$ cat src/rtl/bcd_multi_counter.sv
// bcd_multi_counter: multi-digit up/down counter with a per-digit radix of
// DIGIT_MAX+1. Digits are packed 4 bits each, digit 0 least significant.
// A programmable step is applied at digit 0 and carries/borrows ripple
// through the higher digits within one cycle. When the top digit carries or
// borrows out, the counter either wraps or clamps (SATURATE), and a
// registered one-cycle overflow/underflow pulse is raised.
module bcd_multi_counter #(
  parameter int NUM_DIGITS = 3,
  parameter int DIGIT_MAX  = 9,
  parameter int SATURATE   = 0
) (
  input  logic                    clk,
  input  logic                    reset,
  input  logic                    load,
  input  logic [4*NUM_DIGITS-1:0] datain,
  input  logic                    enable1,
  input  logic                    enable2,
  input  logic                    enable3,
  input  logic                    up_down,
  input  logic [3:0]              step,
  output logic [4*NUM_DIGITS-1:0] count,
  output logic                    tc_max,
  output logic                    tc_min,
  output logic                    overflow,
  output logic                    underflow
);

  localparam int          W     = 4 * NUM_DIGITS;
  localparam logic [3:0]  DMAX4 = 4'(DIGIT_MAX);
  localparam logic [4:0]  DMAX5 = 5'(DIGIT_MAX);
  localparam logic [4:0]  RADIX = 5'(DIGIT_MAX + 1);

  logic [W-1:0] r_count;
  logic         r_overflow;
  logic         r_underflow;

  logic [3:0]   w_step;
  logic         w_count_en;
  logic [W-1:0] w_load_val;
  logic [W-1:0] w_all_max;
  logic [W-1:0] w_inc;
  logic [W-1:0] w_dec;
  logic         w_carry_out;
  logic         w_borrow_out;

  // A step larger than one digit can hold is treated as DIGIT_MAX.
  assign w_step     = (step > DMAX4) ? DMAX4 : step;
  assign w_count_en = enable1 & enable2 & enable3 & (w_step != 4'd0);

  // Load value with out-of-range digits clamped, plus the all-max constant.
  always_comb begin
    w_load_val = '0;
    w_all_max  = '0;
    for (int i = 0; i < NUM_DIGITS; i++) begin
      w_load_val[4*i +: 4] = (datain[4*i +: 4] > DMAX4) ? DMAX4 : datain[4*i +: 4];
      w_all_max[4*i +: 4]  = DMAX4;
    end
  end

  // Up path: add the step at digit 0 and ripple a single-bit carry upward.
  // Both operands are <= DIGIT_MAX, so one subtraction of the radix suffices.
  always_comb begin
    logic [4:0] v_add;
    logic [4:0] v_sum;
    logic [4:0] v_res;
    logic       v_c;
    w_inc = '0;
    v_c   = 1'b0;
    v_add = '0;
    v_sum = '0;
    v_res = '0;
    for (int i = 0; i < NUM_DIGITS; i++) begin
      v_add = (i == 0) ? {1'b0, w_step} : {4'd0, v_c};
      v_sum = {1'b0, r_count[4*i +: 4]} + v_add;
      if (v_sum > DMAX5) begin
        v_res = v_sum - RADIX;
        v_c   = 1'b1;
      end else begin
        v_res = v_sum;
        v_c   = 1'b0;
      end
      w_inc[4*i +: 4] = v_res[3:0];
    end
    w_carry_out = v_c;
  end

  // Down path: subtract the step at digit 0 and ripple a borrow upward.
  always_comb begin
    logic [4:0] v_sub;
    logic [4:0] v_dig;
    logic [4:0] v_res;
    logic       v_b;
    w_dec = '0;
    v_b   = 1'b0;
    v_sub = '0;
    v_dig = '0;
    v_res = '0;
    for (int i = 0; i < NUM_DIGITS; i++) begin
      v_sub = (i == 0) ? {1'b0, w_step} : {4'd0, v_b};
      v_dig = {1'b0, r_count[4*i +: 4]};
      if (v_dig < v_sub) begin
        v_res = v_dig + RADIX - v_sub;
        v_b   = 1'b1;
      end else begin
        v_res = v_dig - v_sub;
        v_b   = 1'b0;
      end
      w_dec[4*i +: 4] = v_res[3:0];
    end
    w_borrow_out = v_b;
  end

  // Count register and flag pulses: reset > load > count > hold.
  always_ff @(posedge clk or posedge reset) begin
    if (reset) begin
      r_count     <= '0;
      r_overflow  <= 1'b0;
      r_underflow <= 1'b0;
    end else if (load) begin
      r_count     <= w_load_val;
      r_overflow  <= 1'b0;
      r_underflow <= 1'b0;
    end else if (w_count_en && up_down) begin
      r_underflow <= 1'b0;
      r_overflow  <= w_carry_out;
      if (w_carry_out && (SATURATE != 0)) begin
        r_count <= w_all_max;
      end else begin
        r_count <= w_inc;
      end
    end else if (w_count_en) begin
      r_overflow  <= 1'b0;
      r_underflow <= w_borrow_out;
      if (w_borrow_out && (SATURATE != 0)) begin
        r_count <= '0;
      end else begin
        r_count <= w_dec;
      end
    end else begin
      r_overflow  <= 1'b0;
      r_underflow <= 1'b0;
    end
  end

  assign count     = r_count;
  assign overflow  = r_overflow;
  assign underflow = r_underflow;
  assign tc_max    = (r_count == w_all_max);
  assign tc_min    = (r_count == '0);

endmodule

$ cat config.mk
export PLATFORM = sky130hd
export DESIGN_NAME = bcd_multi_counter
export DESIGN_NICKNAME = d
export VERILOG_FILES = /design/src/rtl/bcd_multi_counter.sv
export SDC_FILE = /design/constraint.sdc
export NUM_CORES = 1
export LEC_CHECK = 0
export CORE_MARGIN = 5
export CORE_UTILIZATION = 35
export DETAILED_ROUTE_END_ITERATION = 6
export SLEW_MARGIN = 15
export SYNTH_ARGS = -nofsm -noshare
export SYNTH_HDL_FRONTEND = slang
export SYNTH_SLANG_ARGS = --single-unit
$ cat constraint.sdc
create_clock -name clk -period 5.1 [get_ports clk]
set_clock_uncertainty 0.15 [all_clocks]
set_input_delay 0.51 -clock clk [delete_from_list [all_inputs] [get_ports clk]]
set_output_delay 0.51 -clock clk [all_outputs]
set_load 0.02 [all_outputs]
Word-level counts from Yosys, hierarchy flattened
Index checks and enable logic that the tools add are counted.
{ "op_classes": {"n_addsub": 15, "n_mul": 0, "div": 0, "magnitude_cmp": 10, "eq_ne": 1, "shift": 0, "n_mux": 24, "n_bitwise": 3, "reduce_logical": 4} }
{ "op_table": {"columns": ["operator", "count"], "rows": [
  ["two-way mux 4 bit", 10],
  ["two-way mux 12 bit", 3],
  ["> comparator 4 bit (second input constant)", 4],
  ["subtractor 4 x 1 -> 4 bit", 4],
  ["> comparator 5 x 4 -> 1 bit (second input constant)", 3],
  ["adder 4 bit (second input constant)", 3],
  ["equality test 12 bit (second input constant)", 1],
  ["zero test 12 bit", 1],
  ["subtractor 4 bit (second input constant)", 3],
  ["two-way mux 1 bit", 11],
  ["adder 4 x 1 -> 5 bit", 2],
  ["less-than comparator 4 x 1 -> 1 bit", 2],
  ["subtractor 4 bit", 2],
  ["adder 4 x 4 -> 5 bit", 1],
  ["less-than comparator 4 bit", 1],
  ["nonzero test 4 bit", 1],
  ["AND 1 bit", 3],
  ["nonzero test 3 bit", 1],
  ["logical AND 1 bit", 1]
]} }
{ "word_totals": {"register_bits": 14, "latch_bits": 0, "ram_bits": 0, "romBits": 0, "input_bits": 23, "output_inout_bits": 16, "wordCells": 60, "mem_count": 0} }

Logic depth before layout (Yosys ltp)
Gate-level depths: netlist (run 1).
{ "depth": {"ltp_word": 13, "depth_mapped": 28, "ltp_nobuf": 28} }

Worst setup path after synthesis (run 1)
No wires, ideal clock.
{ "synth_path": {"path_kind": "input to register", "startpoint": "input port step[3]", "endpoint": "register r_count[10] (netlist: count[10])", "setup_time_ns": 0.077, "arrival_ns": 5.172, "required_time_ns": 4.873, "slack_ns": -0.300, "cell_stages": 27, "path_buffers": 0, "path_cell_list": "nand2b_1 -> ha_1 -> inv_1 -> ha_1 -> nor2_1 -> xnor2_1 -> inv_1 -> ha_1 -> inv_1 -> o21ai_0 -> o311ai_4 -> nand2_1 -> ha_1 -> ha_1 -> xnor2_1 -> ha_1 -> nand2_1 -> and3_1 -> a211oi_2 -> ha_1 -> ha_1 -> xnor2_1 -> ha_1 -> nor2b_1 -> o31a_1 -> mux2_2 -> a21oi_1"} }
{ "synth_via": {"elab_chain_cells": 13, "word_cells_on_any_way": 27, "classes_between": "add/sub (6); order compare (7); mux (10); bitwise (1); reduce/logical (3)"} }
{ "synth_lines": {"columns": ["element", "line", "source"], "rows": [
  ["start, declared", "20", "input logic [3:0] step,"],
  ["> comparator 4 bit", "47", "assign w_step = (step > DMAX4) ? DMAX4 : step;"],
  ["two-way mux 4 bit (*)", "47", null],
  ["adder 4 x 4 -> 5 bit", "74", "v_sum = {1'b0, r_count[4*i +: 4]} + v_add;"],
  ["> comparator 5 x 4 -> 1 bit", "75", "if (v_sum > DMAX5) begin"],
  ["two-way mux 1 bit", "75", null],
  ["adder 4 x 1 -> 5 bit", "74", null],
  ["> comparator 5 x 4 -> 1 bit", "75", null],
  ["two-way mux 1 bit", "75", null],
  ["adder 4 x 1 -> 5 bit", "74", null],
  ["subtractor 4 bit or > comparator 5 x 4 -> 1 bit (tied branches)", "76, 75", null],
  ["two-way mux 4 bit", "75", null],
  ["two-way mux 12 bit", "123", "end else if (w_count_en && up_down) begin"],
  ["two-way mux 12 bit", "119", "end else if (load) begin"],
  ["end signal, assigned", "120", "r_count <= w_load_val;"],
  ["end signal, assigned", "127", "r_count <= w_all_max;"],
  ["end signal, assigned", "129", "r_count <= w_inc;"],
  ["end, declared", "33", "logic [W-1:0] r_count;"]
]} }
Mark *: on every way between the ends. The rest lies on a longest branch, timed or not. The select of a mux whose other input is x is not followed.
A chain may end at the register's enable or synchronous reset.

Final worst setup path (run 1)
Same ends and word-level chain as after synthesis.

==> impl_results.md, run 1 <==
* Worst setup SP type: primary input
* Max-cap violation count at 0
* Final Hold Viols at 0
* CTS root buf: clkbuf_8
* CP arrival at 4.77 ns
* Leakage at 1.33 nW
* Cell family with most CP delay: adder cells
* # setup viols final at 0
* Max Root-Sink Buffers at 2
* Layout Nets at 385
* Sequential Power Share at 17.8%
* Commonest non-fill, non-tap cell in the layout: buf_4
* Synth Instances at 255
* Min-Delay Path Class: in2async
* Max incr delay on CP at 0.33 ns
* Clk slew on worst S/H paths at 0.07 ns
* Ports at 39
* Synth Flop Type: dfrtp_1
* Yosys top cell area share at 20.3%
* RSZ-0062 raised after global routing: no
* Clk_lat worst skew at 0.25 ns
* Crit path capture type: flip-flop
* Die Ht at 86.3 um
* Die width at 86.3 um
* Synthesized area at 2040 um^2
* Initial Utilization at 36.6%
* Slowest cell on the critical path: mux2_2
* Post-layout min period at 4.74 ns
* Largest net degree at the start of global routing at 29
* Ant. Diodes at 0
* Most common cell type on the critical path: ha_2
* Post-detailed-routing wire length at 6.25 mm
* DR iter-0 viols at 91
* Asr flop ratio synth at 100%
* Placed cell areas at 2750 um^2
* Area contributors post-synth: ha_1, dfrtp_1, inv_1
* Share of cells above drive strength 1 at 22.2%
* Gpl congestion at 0.895
* Net Sw Power at 0.337 mW
* Total gr overflow at 0
* WP buf/inv at 4
* Status: finished, final reports clean
* Syn_area_per_cell at 7.99 um^2
* Syn nets at 314
* Required @ worst endpoint at 5.13 ns
* ANT nets after route at 0
* Combinational Power Share at 68.4%
* Crit-path max FO at 5
* Vias post-DR at 2,135
* Drc violations at 0
* Clock sinks at 14
* Final Cell Area at 2920 um^2
* Fin util at 52.4%
* Switching Fraction at 40.8%
* Clock share of power at 13.8%
* Register area share after synthesis at 17.2%
* Wire per inst at 15.7 um
* H-tree levels at 1
* Fillcell total at 540
* Post-synth cell types at 51
* Worst Tran Pin Value at 0.971 ns
* Final slew viol count at 0
* Fmax at 0.211 GHz
* Global-route wire length before repair at 9.76 mm
* #FFs+latches synth at 14
* Pwr/cell area at 283 nW/um^2
* Post-synth EDFFs at 0
* Core ar. at 5570 um^2
* CTS tree: yes
* Final Cycle Share at 92.9%
* All-Layer GR Usage at 16.4%
* Initial antenna violation count at 0
* PortBufs at 38
* WS Path Type: in2reg
* Final HPWL DP at 4.93 mm
* 1st-pass router iterations at 4
* Worst VDD drop at 0.142 mV
* Hold_buf cts at 0
* Cell taking the most area after synthesis: ha_1
* FP Rows at 27
* Internal cell power at 0.489 mW
* Detail-routed via count per cell at 5.38
* Die area at 7450 um^2
* Relative slew margins at 35.0%
* Area Overhead vs Synth at 43.3%
* Vias in the first global route at 2,109
* Total CTS buffers at 3
* Most frequent cells in the layout: buf_4, inv_1, clkdlybuf4s50_1
* Yosys warns at 0
metrics by stage:
step                hold slack [ns]  setup WS [ns]  setup TNS, ns  instances  total power [mW]
finish                        0.482          0.363              0        397             0.826
global route                  0.558         0.0969              0        397             0.890
CTS                           0.509        0.00923              0        395             0.802
detailed placement            0.558         -0.533          -1.97        389             0.664
global placement              0.563         -0.383          -1.29        389             0.654
floorplan                     0.249         0.0118              0        255             0.462
per-layer routing:
metal / global-route usage, % / vias up / share of wire [%] / routed length, um
li1: - / 1046 / - / -
met1: 18.3 / 1011 / 40 / 2490
met2: 31.5 / 64 / 53 / 3310
met3: 0.856 / 14 / 4.3 / 271
met4: 7.93 / 0 / 2.8 / 172
met5: 0 / - / 0 / 0
layout make-up:
cell class              count  area (um^2)  area share (%)
well taps                  72         90.1            3.08
inverters                  36          135            4.63
multi-input cells         197         1640            56.3
repair buffers             74          646            22.1
flip-flops and latches     14          350            12.0
clock buffers               4         55.1            1.89
path summary, 6_finish.rpt:
kind / slack [ns] / endpoint / cells after the start / startpoint
setup reg to reg: 0.47 / count[10]$_DFFE_PP0P_ / 26 / count[1]$_DFFE_PP0P_
hold reg to reg: 0.58 / count[4]$_DFFE_PP0P_ / 2 / count[4]$_DFFE_PP0P_
setup / recovery: 0.36 / count[10]$_DFFE_PP0P_ / 28 / step[3]
hold / removal: 0.48 / count[7]$_DFFE_PP0P_ / 2 / reset
max in group asynchronous: 3.93 / count[11]$_DFFE_PP0P_ / 2 / reset
min in group clk: 0.58 / count[4]$_DFFE_PP0P_ / 2 / count[4]$_DFFE_PP0P_
cells in the mapped netlist, types with 3 or more instances:
cell type,n
mux2_2,3
buf_2,3
dfrtp_1,14
nor3_1,5
inv_1,36
a31oi_1,4
xnor2_1,11
a21oi_1,15
ha_1,33
o31a_1,3
fa_1,3
nor2_1,17
o21ai_0,20
nand3_1,6
a211oi_1,5
nand2b_1,5
nand3b_1,3
nor4_1,3
nand4_1,4
nand2_1,14
xor2_1,5
clkbuf_1,5
cell families after synthesis:
kind of cell,Yosys count,synth area share [%]
adders and majority gates,36,23.2
xor gates and xnor gates,16,6.88
AOI/OAI and AO/OA,67,22.1
DFF,14,17.2
muxes,5,2.88
and+or+nand+nor,73,19.5
buffers and inverters,44,8.29
power by group through the flow:
stage	combinational (mW)	clock (mW)	sequential [mW]
2_1_floorplan	0.307	0	0.155
3_3_place_gp	0.507	0	0.147
3_5_place_dp	0.518	0	0.146
4_1_cts	0.542	0.115	0.145
5_1_grt	0.622	0.119	0.149
6_report	0.566	0.114	0.147
registers in the layout, indices dropped and copies added (netlist names):
name,cells
count,12
overflow,1
underflow,1
timing repair:
item	4_1_cts	5_1_grt
resized for setup	10	19
buffers inserted	2	2
pin swaps	4	9
endpoints found under the setup margin	4	4
gates cloned	0	0
(Power assumes the default switching activity.)
==> inputs of run 2 (changes only) <==
CORE_UTILIZATION = 48   (was 35)
PLACE_DENSITY = 0.78   (was unset)
==> run 2 against run 1 <==
Net effect:
- clock power grew 6%
- final area rose by 3.7%
- non-clock buffer count up 12
- combinational power increased by 17%
- first-iteration DRC count rose by 150%
- critical path type unchanged
- register-to-register slack got worse by 0.19 ns
- critical path depth is the same
- highest routed layer unchanged
- final cell count decreased by 2.5%
==> impl_results.md, run 2 (same netlist as run 1, synthesis figures left out) <==
* Status: finished, final reports clean
* CP arrival at 4.93 ns (+0.16 ns)
* Detail-routed via count per cell at 6.01 (+12%)
* # setup viols final at 0 (unchanged)
* Placed cell areas at 2730 um^2 (-0.73%)
* Max Root-Sink Buffers at 2 (unchanged)
* Required @ worst endpoint at 5.15 ns (+0.02 ns)
* Final Cycle Share at 95.6% (+2.8 points)
* Vias post-DR at 2,326 (+8.9%)
* H-tree levels at 1 (unchanged)
* 1st-pass router iterations at 5 (+1)
* ANT nets after route at 0 (unchanged)
* DR iter-0 viols at 226 (+150%)
* Initial Utilization at 50.2% (+14 points)
* Max-cap violation count at 0 (unchanged)
* Min-Delay Path Class: in2async
* Overall Power at 0.932 mW (+13%)
* Clk slew on worst S/H paths at 0.07 ns (about the same)
* Final slew viol count at 0 (unchanged)
* Hold slack at 0.460 ns (-0.0215 ns)
* Vias in the first global route at 2,291 (+8.6%)
* Commonest non-fill, non-tap cell in the layout: buf_4
* Final Hold Viols at 0 (unchanged)
* Non-Filler Instances at 387 (-2.5%)
* Wire per inst at 17.9 um (+14%)
* PortBufs at 38 (unchanged)
* Final Cell Area at 3030 um^2 (+3.7%)
* Area Overhead vs Synth at 48.6%
* Core ar. at 4060 um^2 (-27%)
* Worst setup SP type: primary input
* Crit path capture type: flip-flop
* Initial antenna violation count at 0 (unchanged)
* CTS root buf: clkbuf_8
* Total gr overflow at 0 (unchanged)
* Total CTS buffers at 3 (unchanged)
* Clk_lat worst skew at 0.27 ns (+0.02 ns)
* Post-detailed-routing wire length at 6.92 mm (+11%)
* Clock sinks at 14 (unchanged)
* Gpl congestion at 0.877 (-2.0%)
* Most frequent cells in the layout: buf_4, inv_1, clkdlybuf4s50_1
* Drc violations at 0 (unchanged)
* Layout Nets at 397 (+3.1%)
* Share of cells above drive strength 1 at 26.1% (+4.0 points)
* All-Layer GR Usage at 24.8% (+8.4 points)
* Die area at 5650 um^2 (-24%)
* Worst VDD drop at 0.145 mV (+1.6%)
* CTS tree: yes
* Final HPWL DP at 4.71 mm (-4.5%)
* Largest net degree at the start of global routing at 29 (unchanged)
* Fmax at 0.205 GHz (-2.9%)
* Relative slew margins at 33.1% (-1.9 points)
* Pwr/cell area at 308 nW/um^2 (+8.7%)
* Worst Tran Pin Value at 1.00 ns (+0.0286 ns)
* Crit-path max FO at 4 (-1)
* Leakage at 1.40 nW (+5.5%)
* FP Rows at 23 (-15%)
* Global-route wire length before repair at 10.8 mm (+10%)
* Reg2Reg Setup Slack at 0.28 ns (-0.19 ns)
* WS Path Type: in2reg
* Max FFs per register at 12 (unchanged)
* Ports at 39 (unchanged)
* Ant. Diodes at 0 (unchanged)
* Post-layout min period at 4.88 ns (+0.141 ns)
* Die width at 75.2 um (-13%)
* Cells after DPL at 368 (-5.4%)
* RSZ-0062 raised after global routing: no
* Fin util at 74.7% (+22 points)
* Die Ht at 75.2 um (-13%)
## run 2: cell count changes in the layout (fill, tap and decap cells not counted), sizes merged
cell | before | now
buf | 36 | 48
## run 2: final timing paths
check,to,depth (start not counted),startpoint
max,count[10]$_DFFE_PP0P_,28,step[1]
min,count[1]$_DFFE_PP0P_,2,reset
max reg2reg,count[10]$_DFFE_PP0P_,26,count[1]$_DFFE_PP0P_
min reg2reg,count[8]$_DFFE_PP0P_,2,count[8]$_DFFE_PP0P_
max in group asynchronous,underflow$_DFF_PP0_,2,reset
min in group clk,count[8]$_DFFE_PP0P_,2,count[8]$_DFFE_PP0P_
## run 2: area by class of cell
cell class              instances  area (um^2)
inverters                      36          135
clock buffers                   4         55.1
multi-input cells             197         1690
fillers                       289         1030
repair buffers                 86          736
flip-flops and latches         14          350
well taps                      50         62.6
## run 2: power breakdown
group	total, mW	internal, mW	switching [mW]
clock	0.121	0.0689	0.0520
combinational	0.662	0.354	0.308
sequential	0.149	0.122	0.0265
## run 2: metal layers
layer / vias up / global-route usage [%] / share of wire [%]
li1: 1076 / - / -
met1: 1091 / 28.9 / 39
met2: 127 / 45.5 / 50
met3: 32 / 2.14 / 6.3
met4: 0 / 11.8 / 4.9
met5: - / 0 / 0
## run 2: timing repair
item,CTS,global route
endpoints found under the setup margin,4,6
gates resized for setup,15,21
hold buffers,0,0
pin swaps,6,12
buffers inserted,10,5
hold endpoints to repair,0,0
## run 2: through the flow
stage	setup WS (ns)	setup TNS, ns
after CTS	0.0214	0
after global placement	-0.306	-0.965
final	0.222	0
after detailed placement	-0.498	-1.70
after global routing	0.0621	0
after floorplan	0.0118	0
## run 2: critical path, stage by stage
cell and delay [ns]:
clkbuf_2 0.13, o21ai_2 0.19, nand2b_4 0.08, ha_4 0.18, ha_4 0.17, nor2_4 0.10
xnor2_2 0.13, inv_2 0.06, ha_1 0.19, inv_1 0.06, o21ai_2 0.06, o311ai_4 0.07
nand2_1 0.13, ha_4 0.19, ha_4 0.18, xnor2_4 0.19, ha_2 0.19, nand2_1 0.05
and3_1 0.18, a211oi_2 0.27, ha_2 0.30, ha_4 0.16, xnor2_2 0.13, ha_2 0.22
nor2b_4 0.16, o31a_1 0.18, mux2_4 0.33, a21oi_2 0.12
==> inputs of run 3 (changes only) <==
ABC_AREA = 1   (was unset)
==> run 3 against run 2 <==
Net effect:
- synthesized cell count rose by 12%
- hold slack better by 0.012 ns
- power is 47% higher
- global-route usage shrank 1.6 points
- critical path depth up 9
- worst setup slack worse by 0.049 ns
==> impl_results.md, run 3 <==
* Global-route wire length before repair at 10.2 mm (-5.1%)
* Switching Fraction at 46.6% (+5.1 points)
* Leakage at 1.48 nW (+5.3%)
* 1st-pass router iterations at 4 (-1)
* Post-layout min period at 4.93 ns (+0.0488 ns)
* Status: finished, final reports clean
* Post-detailed-routing wire length at 6.40 mm (-7.5%)
* # setup viols final at 0 (unchanged)
* CP arrival at 4.95 ns (+0.02 ns)
* Asr flop ratio synth at 100% (unchanged)
* R2r endpoint: count[9]$_DFFE_PP0P_
* Clock share of power at 8.3% (-4.7 points)
* Layout Nets at 430 (+8.3%)
* Min-Delay Path Class: in2async
* Crit-path max FO at 5 (+1)
* Vias post-DR at 2,242 (-3.6%)
* Final worst setup slack at 0.173 ns (-0.0488 ns)
* Initial Utilization at 50.5% (+0.28 points)
* Max-cap violation count at 0 (unchanged)
* Required @ worst endpoint at 5.13 ns (-0.02 ns)
* Clk slew on worst S/H paths at 0.07 ns (about the same)
* PortBufs at 38 (unchanged)
* Final HPWL DP at 4.91 mm (+4.1%)
* Die Ht at 75.3 um (+0.24%)
* Worst Tran Pin Value at 0.600 ns (-0.400 ns)
* Most frequent cells in the layout: buf_4, inv_1, nand2_1, clkdlybuf4s50_1
* Initial antenna violation count at 0 (unchanged)
* Net Sw Power at 0.640 mW (+65%)
* Max incr delay on CP at 0.41 ns (+0.08 ns)
* Largest net degree at the start of global routing at 17 (-41%)
* Total gr overflow at 0 (unchanged)
* M2 GR Usage at 41.9% (-3.6 points)
* Vias in the first global route at 2,216 (-3.3%)
* Cell taking the most area after synthesis: ha_1
* Sequential Power Share at 13.1% (-2.9 points)
* Area Overhead vs Synth at 47.6%
* Top-count cell post-synth: inv_1
* Yosys warns at 0 (unchanged)
* #FFs+latches synth at 14 (unchanged)
* Total CTS buffers at 3 (unchanged)
* Die area at 5680 um^2 (+0.48%)
* Syn_area_per_cell at 7.17 um^2 (-10%)
* Internal cell power at 0.734 mW (+35%)
* Final slew viol count at 0 (unchanged)
* Register area share after synthesis at 17.1% (-0.094 points)
* Pwr/cell area at 454 nW/um^2 (+48%)
* Core ar. at 4060 um^2 (unchanged)
* Detail-routed via count per cell at 5.34 (-11%)
* Commonest cells in the netlist: inv_1, nand2_1, ha_1
* Post-synth cell types at 40 (-22%)
* Worst reg2reg path depth at 35 (+35%)
* Crit path capture type: flip-flop
* Syn nets at 345 (+9.9%)
* CTS root buf: clkbuf_8
* Reg2Reg Setup Slack at 0.47 ns (+0.19 ns)
* Worst setup SP type: primary input
* Most common cell type on the critical path: nand2_2
* Final Cycle Share at 96.6% (+0.96 points)
* H-tree levels at 1 (unchanged)
* DR iter-0 viols at 125 (-45%)
* Clock sinks at 14 (unchanged)
* Pre-CTS WS at -0.700 ns (-0.203 ns)
* Setup TNS at 0 ns (unchanged)
* Met3 usage at 5.01% (+2.9 points)
* Fin util at 74.5% (-0.12 points)
* Worst VDD drop at 0.311 mV (+120%)
* Drc violations at 0 (unchanged)
* Hold_buf cts at 0 (unchanged)
* Ant. Diodes at 0 (unchanged)
* Gpl congestion at 0.923 (+5.3%)
* Area contributors post-synth: ha_1, dfrtp_1, inv_1
* Final Hold Viols at 0 (unchanged)
* Wire per inst at 15.2 um (-15%)
* Max Root-Sink Buffers at 2 (unchanged)
* Synth Instances at 286 (+12%)
* Max FFs per register at 12 (unchanged)
* Share of cells above drive strength 1 at 28.4% (+2.3 points)
* Die width at 75.3 um (+0.24%)
* Ports at 39 (unchanged)
* Synth Flop Type: dfrtp_1
* Slowest cell on the critical path: clkdlybuf4s50_1
* Grt met1 use at 28.3% (-0.58 points)
* Combinational Power Share at 78.7% (+7.6 points)
* ANT nets after route at 0 (unchanged)
* Relative slew margins at 59.9% (+27 points)
* WS Path Type: in2reg
* Fmax at 0.203 GHz (-0.99%)
* Post-synth EDFFs at 0 (unchanged)
* Yosys top cell area share at 20.1% (-0.11 points)
* Clk_lat worst skew at 0.25 ns (-0.02 ns)
* Top Usage Layer GRT: met2
* All-Layer GR Usage at 23.2% (-1.6 points)
* Overall Power at 1.37 mW (+47%)
* FP Rows at 23 (unchanged)
* CTS tree: yes
* Commonest non-fill, non-tap cell in the layout: buf_4
* Worst r2r src: count[1]$_DFFE_PP0P_
* Synthesized area at 2050 um^2 (+0.55%)
-- run 3: changes by cell type after synthesis, sizes merged, moves of 6 or more --
cell | previous run | this run
inv | 36 | 52
a211oi | 6 | 0
nand2 | 15 | 45
nor2 | 17 | 26
nand3 | 7 | 22
xnor2 | 11 | 5
-- run 3: final cells by class --
type	instances	area, um^2
repair buffers	85	723
clock buffers	4	55.1
multi-input cells	214	1630
flip-flops and latches	14	350
fillers	285	1030
well taps	50	62.6
inverters	53	199
-- run 3: stage by stage --
step	std cells	hold slack [ns]	instance area (um^2)
finish	420	0.472	3020
global route	420	0.498	3020
CTS	415	0.485	2890
detailed placement	405	0.466	2740
global placement	405	0.456	2740
floorplan	286	0.249	2050
-- run 3: logic make-up (layout without fill, tap and decap cells) --
| kind of cell | Yosys count | count (layout) | share of synthesized area, % |
|---|---|---|---|
| simple gates | 107 | 107 | 25.4 |
| flops | 14 | 14 | 17.1 |
| compound gates | 59 | 59 | 18.5 |
| buf+inv | 58 | 142 | 10.8 |
| fa+ha+maj | 36 | 36 | 23.1 |
| xor+xnor | 12 | 12 | 5.13 |
-- run 3: timing repair --
item	in CTS	in global routing
setup endpoints to repair	4	4
gates resized for setup	16	30
pin swaps	6	14
setup buffers	6	5
-- run 3: routing by layer --
metal	up-vias	routed length (um)
met5	-	0
li1	1117	-
met1	1045	2640
met3	9	385
met2	71	3320
met4	0	48
-- run 3: critical path: cells and delay by family --
kind / cells / cell delay (ns)
fa+ha+maj: 9 / 1.51
buf+inv: 8 / 0.87
simple gates: 15 / 1.35
xor+xnor: 2 / 0.31
compound gates: 3 / 0.42
-- run 3: how the worst max path moves through the flow --
stage | slack (ns) | cells after the start | end | from
after floorplan | 0.02 | 36 | count[11]$_DFFE_PP0P_ | step[2]
final | 0.17 | 37 | count[9]$_DFFE_PP0P_ | step[0]
after global routing | -0.07 | 37 | count[10]$_DFFE_PP0P_ | step[0]
after CTS | 0.02 | 38 | count[10]$_DFFE_PP0P_ | step[2]
after detailed placement | -0.70 | 38 | count[10]$_DFFE_PP0P_ | step[1]
after global placement | -0.47 | 38 | count[9]$_DFFE_PP0P_ | step[1]
-- run 3: power groups by stage --
stage	Sequential, mW	Combinational, mW	Clock (mW)
floorplan	0.196	0.508	0
global placement	0.174	0.864	0
detailed placement	0.175	0.890	0
CTS	0.175	0.945	0.114
global route	0.182	1.18	0.120
finish	0.179	1.08	0.114
